==> config.mk <==
export PLATFORM = sky130hd
export DESIGN_NAME = sidewalk_phase_ctrl
export DESIGN_NICKNAME = d
export VERILOG_FILES = /design/src/rtl/sidewalk_phase_ctrl.sv
export SDC_FILE = /design/constraint.sdc
export NUM_CORES = 1
export LEC_CHECK = 0
export ABC_AREA = 1
export BUFFER_PORTS_ARGS = -buffer_cell sky130_fd_sc_hd__buf_2
export CORE_UTILIZATION = 55
export CTS_CLUSTER_SIZE = 14
export DETAILED_ROUTE_END_ITERATION = 6
export GPL_ROUTABILITY_DRIVEN = 0
export PLACE_DENSITY = 0.84
export RECOVER_POWER = 25
export SYNTH_ARGS = -nofsm -noshare
export SYNTH_HDL_FRONTEND = slang
export SYNTH_SLANG_ARGS = --single-unit
==> constraint.sdc <==
create_clock -name clk -period 2 [get_ports clk]
set_input_delay 0.1 -clock clk [delete_from_list [all_inputs] [get_ports clk]]
set_output_delay 0.1 -clock clk [all_outputs]
set_load 0.005 [all_outputs]
==> src/rtl/sidewalk_phase_ctrl.sv <==
// sidewalk_phase_ctrl
// Pedestrian crossing phase sequencer:
//   GREEN -> YELLOW -> RED_IN -> WALK -> HURRY -> RED_OUT -> GREEN
// Drives the vehicle lights, the walk/hurry display selects, a walking-figure
// frame tick and a seconds-remaining readout. GREEN is held until a
// pedestrian request is latched and the minimum green time has elapsed.
//
// Optional feature: define PED_DEBOUNCE_EN to add a DEB_CYCLES stability
// filter after the button synchronizer. Without it, the synchronizer output
// feeds the edge detector directly and no debounce counter exists.
module sidewalk_phase_ctrl #(
  parameter int unsigned SEC_DIV       = 50000000,
  parameter int unsigned FRAME_DIV     = 1562500,
  parameter int unsigned MIN_GREEN_SEC = 10,
  parameter int unsigned YELLOW_SEC    = 3,
  parameter int unsigned CLEAR_SEC     = 1,
  parameter int unsigned WALK_SEC      = 12,
  parameter int unsigned HURRY_SEC     = 5,
  parameter int unsigned DEB_CYCLES    = 500000
) (
  input  logic       clk,
  input  logic       rst,
  input  logic       btn,
  output logic       car_g,
  output logic       car_y,
  output logic       car_r,
  output logic       walk,
  output logic       hurry,
  output logic       frame_tick,
  output logic [5:0] remain,
  output logic       req_pending
);

  // ---------------------------------------------------------------------------
  // Parameter sanity: every duration must fit the 6-bit remain readout and
  // be non-zero, and every divider must be at least one clock.
  // ---------------------------------------------------------------------------
  localparam bit CFG_OK =
      (MIN_GREEN_SEC >= 32'd1) && (MIN_GREEN_SEC <= 32'd63) &&
      (YELLOW_SEC    >= 32'd1) && (YELLOW_SEC    <= 32'd63) &&
      (CLEAR_SEC     >= 32'd1) && (CLEAR_SEC     <= 32'd63) &&
      (WALK_SEC      >= 32'd1) && (WALK_SEC      <= 32'd63) &&
      (HURRY_SEC     >= 32'd1) && (HURRY_SEC     <= 32'd63) &&
      (SEC_DIV       >= 32'd1) && (FRAME_DIV     >= 32'd1) &&
      (DEB_CYCLES    >= 32'd1);

  if (!CFG_OK) begin : g_cfg_check
    $error("sidewalk_phase_ctrl: parameter out of range");
  end

  // Counter widths; a divider of 1 still needs a 1-bit counter.
  localparam int SEC_W = (SEC_DIV   > 32'd1) ? $clog2(SEC_DIV)   : 1;
  localparam int FRM_W = (FRAME_DIV > 32'd1) ? $clog2(FRAME_DIV) : 1;

  localparam logic [SEC_W-1:0] SEC_LAST = SEC_W'(SEC_DIV - 32'd1);
  localparam logic [FRM_W-1:0] FRM_LAST = FRM_W'(FRAME_DIV - 32'd1);

  // ---------------------------------------------------------------------------
  // Phase encoding
  // ---------------------------------------------------------------------------
  typedef enum logic [2:0] {
    ST_GREEN   = 3'd0,
    ST_YELLOW  = 3'd1,
    ST_RED_IN  = 3'd2,
    ST_WALK    = 3'd3,
    ST_HURRY   = 3'd4,
    ST_RED_OUT = 3'd5
  } state_t;

  // Duration in seconds loaded into remain when a phase is entered.
  function automatic logic [5:0] dur_of(input state_t s);
    case (s)
      ST_GREEN:   dur_of = 6'(MIN_GREEN_SEC);
      ST_YELLOW:  dur_of = 6'(YELLOW_SEC);
      ST_RED_IN:  dur_of = 6'(CLEAR_SEC);
      ST_WALK:    dur_of = 6'(WALK_SEC);
      ST_HURRY:   dur_of = 6'(HURRY_SEC);
      ST_RED_OUT: dur_of = 6'(CLEAR_SEC);
      default:    dur_of = 6'(MIN_GREEN_SEC);
    endcase
  endfunction

  // ---------------------------------------------------------------------------
  // Internal signals
  // ---------------------------------------------------------------------------
  state_t           state_r;
  state_t           state_nxt_s;
  logic [SEC_W-1:0] sec_cnt_r;
  logic [SEC_W-1:0] sec_cnt_nxt_s;
  logic [FRM_W-1:0] frame_cnt_r;
  logic [FRM_W-1:0] frame_cnt_nxt_s;
  logic [5:0]       remain_nxt_s;
  logic             req_nxt_s;
  logic             sec_tick_s;
  logic             timed_done_s;
  logic             enter_s;
  logic             enter_walk_s;
  logic             walk_nxt_s;

  logic             sync1_r;
  logic             sync2_r;
  logic             btn_lvl_s;
  logic             btn_prev_r;
  logic             btn_rise_s;

  // ---------------------------------------------------------------------------
  // Button conditioning: two-flop synchronizer, optional debounce, edge detect
  // ---------------------------------------------------------------------------

  // Bring the asynchronous button into the clock domain and keep the
  // previous conditioned level for rising-edge detection.
  always_ff @(posedge clk) begin
    if (rst) begin
      sync1_r    <= 1'b0;
      sync2_r    <= 1'b0;
      btn_prev_r <= 1'b0;
    end else begin
      sync1_r    <= btn;
      sync2_r    <= sync1_r;
      btn_prev_r <= btn_lvl_s;
    end
  end

`ifdef PED_DEBOUNCE_EN
  localparam int DEB_W = (DEB_CYCLES > 32'd1) ? $clog2(DEB_CYCLES) : 1;
  localparam logic [DEB_W-1:0] DEB_LAST = DEB_W'(DEB_CYCLES - 32'd1);

  logic [DEB_W-1:0] deb_cnt_r;
  logic             deb_lvl_r;

  // Accept a new synchronized level only after it has held steady for
  // DEB_CYCLES consecutive clocks; any glitch back restarts the window.
  always_ff @(posedge clk) begin
    if (rst) begin
      deb_cnt_r <= '0;
      deb_lvl_r <= 1'b0;
    end else if (sync2_r == deb_lvl_r) begin
      deb_cnt_r <= '0;
    end else if (deb_cnt_r == DEB_LAST) begin
      deb_cnt_r <= '0;
      deb_lvl_r <= sync2_r;
    end else begin
      deb_cnt_r <= deb_cnt_r + 1'b1;
    end
  end

  assign btn_lvl_s = deb_lvl_r;
`else
  assign btn_lvl_s = sync2_r;
`endif

  // A held button yields a single rise, so it can only request once.
  assign btn_rise_s = btn_lvl_s & ~btn_prev_r;

  // ---------------------------------------------------------------------------
  // Phase timing
  // ---------------------------------------------------------------------------
  assign sec_tick_s   = (sec_cnt_r == SEC_LAST);
  assign timed_done_s = sec_tick_s && (remain == 6'd1);

  // Next-phase selection: timed phases leave on their last second tick,
  // GREEN additionally waits for a latched pedestrian request.
  always_comb begin
    state_nxt_s = state_r;
    case (state_r)
      ST_GREEN: begin
        if (req_pending && ((remain == 6'd0) || timed_done_s)) begin
          state_nxt_s = ST_YELLOW;
        end else begin
          state_nxt_s = ST_GREEN;
        end
      end
      ST_YELLOW: begin
        if (timed_done_s) state_nxt_s = ST_RED_IN;
        else              state_nxt_s = ST_YELLOW;
      end
      ST_RED_IN: begin
        if (timed_done_s) state_nxt_s = ST_WALK;
        else              state_nxt_s = ST_RED_IN;
      end
      ST_WALK: begin
        if (timed_done_s) state_nxt_s = ST_HURRY;
        else              state_nxt_s = ST_WALK;
      end
      ST_HURRY: begin
        if (timed_done_s) state_nxt_s = ST_RED_OUT;
        else              state_nxt_s = ST_HURRY;
      end
      ST_RED_OUT: begin
        if (timed_done_s) state_nxt_s = ST_GREEN;
        else              state_nxt_s = ST_RED_OUT;
      end
      default: state_nxt_s = ST_GREEN;
    endcase
  end

  // Counter, remain and request updates; every phase entry restarts the
  // second counter and reloads remain with the new phase's duration.
  always_comb begin
    enter_s         = (state_nxt_s != state_r);
    enter_walk_s    = enter_s && (state_nxt_s == ST_WALK);
    walk_nxt_s      = (state_nxt_s == ST_WALK) || (state_nxt_s == ST_HURRY);
    sec_cnt_nxt_s   = sec_cnt_r;
    remain_nxt_s    = remain;
    frame_cnt_nxt_s = frame_cnt_r;
    req_nxt_s       = req_pending;

    if (enter_s) begin
      sec_cnt_nxt_s = '0;
      remain_nxt_s  = dur_of(state_nxt_s);
    end else begin
      if (sec_tick_s) sec_cnt_nxt_s = '0;
      else            sec_cnt_nxt_s = sec_cnt_r + 1'b1;
      if (sec_tick_s && (remain != 6'd0)) remain_nxt_s = remain - 6'd1;
      else                                 remain_nxt_s = remain;
    end

    // Frame counter free-runs, realigned to the start of each walk phase.
    if (enter_walk_s) begin
      frame_cnt_nxt_s = '0;
    end else if (frame_cnt_r == FRM_LAST) begin
      frame_cnt_nxt_s = '0;
    end else begin
      frame_cnt_nxt_s = frame_cnt_r + 1'b1;
    end

    // Clearing on WALK entry takes priority over a coincident new press.
    if (enter_walk_s) begin
      req_nxt_s = 1'b0;
    end else if (btn_rise_s && (state_r != ST_WALK) && (state_r != ST_HURRY)) begin
      req_nxt_s = 1'b1;
    end else begin
      req_nxt_s = req_pending;
    end
  end

  // State, counters and registered outputs; outputs are decoded from the
  // next state so they change on the same edge as the phase itself.
  always_ff @(posedge clk) begin
    if (rst) begin
      state_r     <= ST_GREEN;
      sec_cnt_r   <= '0;
      frame_cnt_r <= '0;
      remain      <= 6'(MIN_GREEN_SEC);
      req_pending <= 1'b0;
      car_g       <= 1'b1;
      car_y       <= 1'b0;
      car_r       <= 1'b0;
      walk        <= 1'b0;
      hurry       <= 1'b0;
      frame_tick  <= 1'b0;
    end else begin
      state_r     <= state_nxt_s;
      sec_cnt_r   <= sec_cnt_nxt_s;
      frame_cnt_r <= frame_cnt_nxt_s;
      remain      <= remain_nxt_s;
      req_pending <= req_nxt_s;
      car_g       <= (state_nxt_s == ST_GREEN);
      car_y       <= (state_nxt_s == ST_YELLOW);
      car_r       <= (state_nxt_s != ST_GREEN) && (state_nxt_s != ST_YELLOW);
      walk        <= walk_nxt_s;
      hurry       <= (state_nxt_s == ST_HURRY);
      frame_tick  <= walk_nxt_s && (frame_cnt_nxt_s == FRM_LAST);
    end
  end

endmodule

==> flow_summary_export.csv, run 1 <==
group,metric,value,unit
logic_synthesis,seq_area_frac_synth,0.3665,
logic_synthesis,ys_types,36,
worst_setup_path,crit_family,"simple AND/OR/NAND/NOR gates",
floorplan,fp-row-count,29,
drt,wl,9376,um
worst_setup_path,cp_slowest_cell,"dfxtp_1",
finish,syn_to_final_growth,22.25,%
clock_network,path_clk_slew,0.08,ns
finish,n_fill_cell,454,
flow_run,maxCapViolCount,0,
worst_setup_path,worstPathCellList,"inv_1 > nand2_1 > nor2_1 > nand3_2 > nor2_4 > nand2_2 > nand2_2 > nand3_2 > a21oi_4 > nand3_4 > buf_12 > nor3_1",
worst_setup_path,r2r_start,"sec_cnt_r[9]",
worst_setup_path,reg2regPathDepth,12,
worst_setup_path,r2r_end,"sec_cnt_r[20]",
finish,fin_nets,583,
global_route,grt_overflow,0,
floorplan,die_w,82.96,um
finish,most-common-layout-cells,"nand2_1, inv_1, nor2_1",
worst_setup_path,worst_ep_required_time,2.26,ns
sta,finalSetupViolCount,2,
drt,routedWlPerCell,14.27,um
global_route,grt_max_degree,15,
worst_setup_path,slowest_delay,0.34,ns
clock_network,cts_max_level,3,
clock_network,insertion_delay,0.34,ns
power,power_density,629.6,nW/um2
worst_setup_path,path_max_fanout,14,
run_status,status,"finished with violations",
placed_design,port_buffers,15,
placed_design,postPlaceCellArea,3916,um2
clock_network,clock_sinks,66,
sta,slew_headroom,0.7505,
floorplan,initial_utilization,0.5677,
logic_synthesis,ys_warn_count,0,
global_route,antenna_found_initial,0,
floorplan,core_area,6350,um2
floorplan,dieArea,6882,um2
logic_synthesis,async_reset_ff_frac,0,
power,p_leak,1.747,nW
power,vdd_drop_max,563.2,uV
clock_network,numCtsBuffers,9,
global_route,grt_pass1_wl,14870,um
sta,fin_crit_sh,1.016,
finish,drive_gt1_frac,0.2500,
sta,fmax,492.3,MHz
logic_synthesis,synth_edf_count,0,
worst_setup_path,cp.arrival,2.29,ns
finish,final_common_cell,"nand2_1",
sta,setup_ws,-0.03121,ns
drt,post_drt_via_cell_ratio,5.557,
worst_setup_path,worst-setup-path-type,"reg -> reg",
worst_setup_path,path_depth,12,
drt,post-route-drc-count,0,
worst_setup_path,crit_path_end_kind,"register",
clock_network,cts_root_buffer,"clkbuf_8",
worst_setup_path,regToRegSetupSlack,-0.03,ns
drt,drt_pre_antenna_iters,4,
global_route,grt_pass1_vias,3504,
logic_synthesis,synth_seq_cells,66,
worst_setup_path,cp_num_buf_inv,2,
worst_setup_path,cp-endpoint,"sec_cnt_r[20]",
logic_synthesis,synthCells,529,
global_route,track_usage,0.2602,
sta,maxSlewViolCount,0,
sta,grt_setup_unrepaired,"yes",
drt,drt_iter0_markers,188,
logic_synthesis,synth.avg_cell_area,6.814,um2
sta,worstMarginPinSlew,0.3708,ns
finish,stdcell_area,4407,um2
floorplan,io_pins,16,
sta,skew,0.008961,ns
finish,diodes,0,
clock_network,cts_buffer_depth,2,
sta,period_minus_slack,2.031,ns
logic_synthesis,syn-cell-area,3605,um2
drt,ant_nets,0,
drt,vias,3651,
sta,hold_viol_final,0,
worst_setup_path,critPathLaunchType,"register",
run_status,violations,"negative setup slack",
logic_synthesis,synth_nets,537,
placed_design,place_hpwl,6098,um
clock_network,cts_tree,"done",
logic_synthesis,synth-main-ff-cell,"dfxtp_1",
worst_setup_path,crit_start,"sec_cnt_r[9]",
finish,fin_util,0.6940,
min_path,hold_class,"in -> reg",
floorplan,chipHeight,82.96,um
## where the power goes
group	internal [mW]	total [mW]	switching, mW	leakage, nW
clock network	0.802	1.33	0.528	0.119
logic	0.0428	0.101	0.0580	1.09
registers	1.33	1.34	0.0151	0.536
total	2.17	2.77	0.601	1.75
## how the worst min path moves through the flow
stage               from               to  slack, ns  cells after the start
detailed placement   btn          sync1_r       0.32                      3
finish               rst        remain[0]       0.08                      2
global placement     btn          sync1_r       0.30                      3
CTS                  rst        remain[0]       0.07                      2
floorplan            rst  frame_cnt_r[14]       0.19                      1
global route         rst        remain[0]       0.10                      2
## synthesized netlist by cell type, types with 3 or more instances
| master | n | area share |
|---|---|---|
| a21oi_2 | 9 | 0.022 |
| nand3_1 | 37 | 0.051 |
| ha_1 | 5 | 0.017 |
| a21oi_1 | 9 | 0.012 |
| nor2_2 | 20 | 0.035 |
| inv_1 | 79 | 0.082 |
| nor3_1 | 24 | 0.033 |
| nor2_4 | 3 | 0.0094 |
| o21ai_0 | 8 | 0.011 |
| nor4_1 | 4 | 0.0069 |
| nand3_2 | 5 | 0.014 |
| nand4_1 | 18 | 0.031 |
| nand2_1 | 115 | 0.12 |
| dfxtp_1 | 66 | 0.37 |
| nor2_1 | 80 | 0.083 |
| xor2_1 | 18 | 0.044 |
| nand2_2 | 6 | 0.010 |
## per-stage QoR
step                      hold slack [ns]     TNS [ns]  worst slack [ns]  cells  total power [mW]
after CTS                         0.06643  -0.00007505       -0.00007505    656             2.758
after global routing               0.1044       -1.104          -0.09581    657             2.842
after detailed placement           0.3154     -0.07963          -0.04148    636             1.455
final                             0.07674     -0.03651          -0.03121    657             2.774
after floorplan                    0.1894            0            0.1077    529             1.424
after global placement             0.2997     -0.05120          -0.05120    636             1.452
## metal layers
layer,GRT usage,share of wire,up-vias
met5,0,0,-
met4,0.1270,0.037,0
met3,0.03678,0.054,35
met2,0.4583,0.50,140
met1,0.3095,0.41,1713
li1,-,-,1763
## timing repair
item                                    CTS  global route
pin swaps                                 3             4
buffers inserted                          3             1
hold buffers                              1             0
endpoints found under the setup margin   13            44
endpoints found under the hold margin     1             0
gates resized for setup                   5            54
## sequential cells by signal, indices dropped and copies added, names as in the netlist
signal / flops
btn_lvl_s: 1
btn_prev_r: 1
car_g: 1
car_r: 1
car_y: 1
frame_cnt_r: 21
frame_tick: 1
hurry: 1
remain: 6
req_pending: 1
sec_cnt_r: 26
state_r: 3
sync1_r: 1
walk: 1
## kinds of logic (layout without fill, tap and decap cells)
kind of cell / count (synthesis) / count (layout) / share of synthesized area
buffers and inverters: 87 / 138 / 0.09510
AND/OR/NAND/NOR: 318 / 318 / 0.4096
XOR/XNOR: 20 / 20 / 0.04859
flip-flops: 66 / 66 / 0.3665
adder cells (fa/ha/maj): 5 / 5 / 0.01736
AO/OA/AOI/OAI: 33 / 33 / 0.06283
## cell type report
type                       instances  area, um2  area share
sequential                        66       1333      0.3024
tap                               77      96.34     0.02186
clock inverter                     4      72.57     0.01647
inverter                          82      307.8     0.06985
timing repair buffer              40      282.8     0.06417
clock buffer                      12      165.2     0.03748
multi-input combinational        376       2150      0.4878
Note: power is estimated with default switching activity, not from simulation.
==> run 2, diff against run 1 <==
--- a/config.mk
+++ b/config.mk
@@ -7,6 +7,7 @@
 export LEC_CHECK = 0
 export ABC_AREA = 1
 export BUFFER_PORTS_ARGS = -buffer_cell sky130_fd_sc_hd__buf_2
+export CORE_MARGIN = 2
 export CORE_UTILIZATION = 55
 export CTS_CLUSTER_SIZE = 14
 export DETAILED_ROUTE_END_ITERATION = 6
==> flow_summary_export.csv, run 2 (synthesized netlist as in run 1, its figures left out) <==
group,metric,value,unit
sta,slew_headroom,0.7118,
worst_setup_path,worst_ep_required_time,2.27,ns
global_route,global_route.usage.met1,0.3066,
sta,maxSlewViolCount,0,
drt,drt_pre_antenna_iters,5,
drt,vias,3651,
worst_setup_path,reg2regPathDepth,12,
global_route,grt_pass1_vias,3474,
run_status,status,"finished clean",
drt,post_drt_via_cell_ratio,5.482,
global_route,antenna_found_initial,0,
floorplan,chipHeight,84.96,um
finish,n_fill_cell,460,
clock_network,insertion_delay,0.34,ns
placed_design,place_hpwl,6237,um
finish,largestRegisters,"sec_cnt_r: 26 flops, frame_cnt_r: 21 flops, remain: 6 flops",
placed_design,dp_cells,636,
power,vdd_drop_max,624.8,uV
clock_network,cts_root_buffer,"clkbuf_8",
drt,routedWlPerCell,14.32,um
clock_network,path_clk_slew,0.07,ns
drt,ant_nets,0,
finish,regMostFlops,"sec_cnt_r",
global_route,track_usage,0.2557,
sta,finalSetupViolCount,0,
floorplan,dieArea,7217,um2
global_route,grt_overflow,0,
floorplan,fp-row-count,29,
finish,drive_gt1_frac,0.2666,
clock_network,numCtsBuffers,9,
global_route,grt_pass1_wl,15210,um
worst_setup_path,path_max_fanout,8,
finish,most-common-layout-cells,"nand2_1, inv_1, nor2_1",
floorplan,initial_utilization,0.5677,
finish,largest_reg_flops,26,
sta,grt_setup_unrepaired,"yes",
clock_network,cts_max_level,3,
power,power_density,583.4,nW/um2
worst_setup_path,crit_path_end_kind,"register",
worst_setup_path,regToRegSetupSlack,0.03,ns
global_route,met3_usage,0.06226,
sta,fmax,506.5,MHz
finish,multi_input_area,2158,um2
clock_network,cts_tree,"done",
sta,skew,0.007600,ns
drt,post-route-drc-count,0,
power,finalPower,2.617,mW
sta,period_minus_slack,1.974,ns
finish,fin_nets,592,
drt,wl,9536,um
sta,fin_crit_sh,0.9872,
global_route,busiest_layer,"met2",
power,p_leak,1.763,nW
min_path,hold_class,"in -> reg",
finish,seq_area,1340,um2
global_route,met2_usage,0.4375,
worst_setup_path,critPathLaunchType,"register",
floorplan,io_pins,16,
finish,final_common_cell,"nand2_1",
clock_network,clock_sinks,66,
sta,hold_viol_final,0,
flow_run,maxCapViolCount,0,
floorplan,die_w,84.96,um
floorplan,core_area,6350,um2
drt,drt_iter0_markers,280,
finish,diodes,0,
clock_network,cts_buffer_depth,2,
worst_setup_path,worst-setup-path-type,"reg -> reg",
sta,worstMarginPinSlew,0.4290,ns
worst_setup_path,cp.arrival,2.24,ns
finish,layout.cells.non_filler,666,
min_path,worstHoldPathCells,2,
global_route,grt_max_degree,13,
finish,syn_to_final_growth,24.44,%
placed_design,port_buffers,15,
[run 2: changes by cell type in the layout (fill, tap and decap cells not counted), moves of 4 or more]
cell,delta
buf_4,+7
dfxtp_1,-4
nand2_2,+4
nor2_2,-4
[run 2: routing by layer]
metal,vias to the layer above,routed length [um]
met5,-,0
met1,1685,3851
met4,0,337
li1,1782,-
met2,146,4832
met3,38,514
[run 2: cell type report]
cell class / instances / area share
Clock inverter: 4 / 0.01116
Clock buffer: 12 / 0.03459
Sequential cell: 66 / 0.2987
Multi-Input combinational cell: 376 / 0.4812
Tap cell: 77 / 0.02148
Timing Repair Buffer: 49 / 0.08424
Inverter: 82 / 0.06862
[run 2: repair_timing]
| action | CTS | global route |
|---|---|---|
| endpoints found under the hold margin | 1 | 0 |
| hold buffers | 1 | 0 |
| gates cloned | 0 | 1 |
| pin swaps | 3 | 15 |
| setup buffers | 1 | 11 |
| endpoints found under the setup margin | 12 | 42 |
| gates resized for setup | 12 | 59 |
[run 2: power by group]
part,internal (mW),switching (mW),leakage (nW)
registers,1.33,0.0138,0.540
logic,0.0507,0.0648,1.13
clock network,0.642,0.518,0.0986
[run 2: path summary, 6_finish.rpt]
| kind | startpoint | endpoint |
|---|---|---|
| max | remain[1] | sec_cnt_r[7] |
| min | rst | remain[0] |
| max reg2reg | remain[1] | sec_cnt_r[7] |
| min reg2reg | sync1_r | btn_lvl_s |
[run 2: metrics by stage]
stage | hold WS, ns | TNS [ns] | setup WS [ns] | instance area [um2] | util
floorplan | 0.1894 | 0 | 0.1077 | 3605 | -
global placement | 0.3074 | -0.03917 | -0.03917 | 3916 | 0.6167
detailed placement | 0.3180 | -0.1840 | -0.05706 | 3916 | 0.6167
CTS | 0.07333 | 0 | 0.004083 | 4190 | 0.6599
global route | 0.08725 | -1.284 | -0.09003 | 4486 | 0.7064
finish | 0.08067 | 0 | 0.02564 | 4486 | 0.7064
[run 2: worst max-delay path: stages, from the launching register on]
cell and delay, ns:
dfxtp_1 0.36, inv_1 0.10, ha_1 0.19, nand3_1 0.10, inv_2 0.08, nand3_4 0.10, nand2_1 0.08, nand2_2 0.10
nand3_4 0.10, a21oi_4 0.17, nand3_4 0.20, buf_12 0.22, nor3_4 0.12
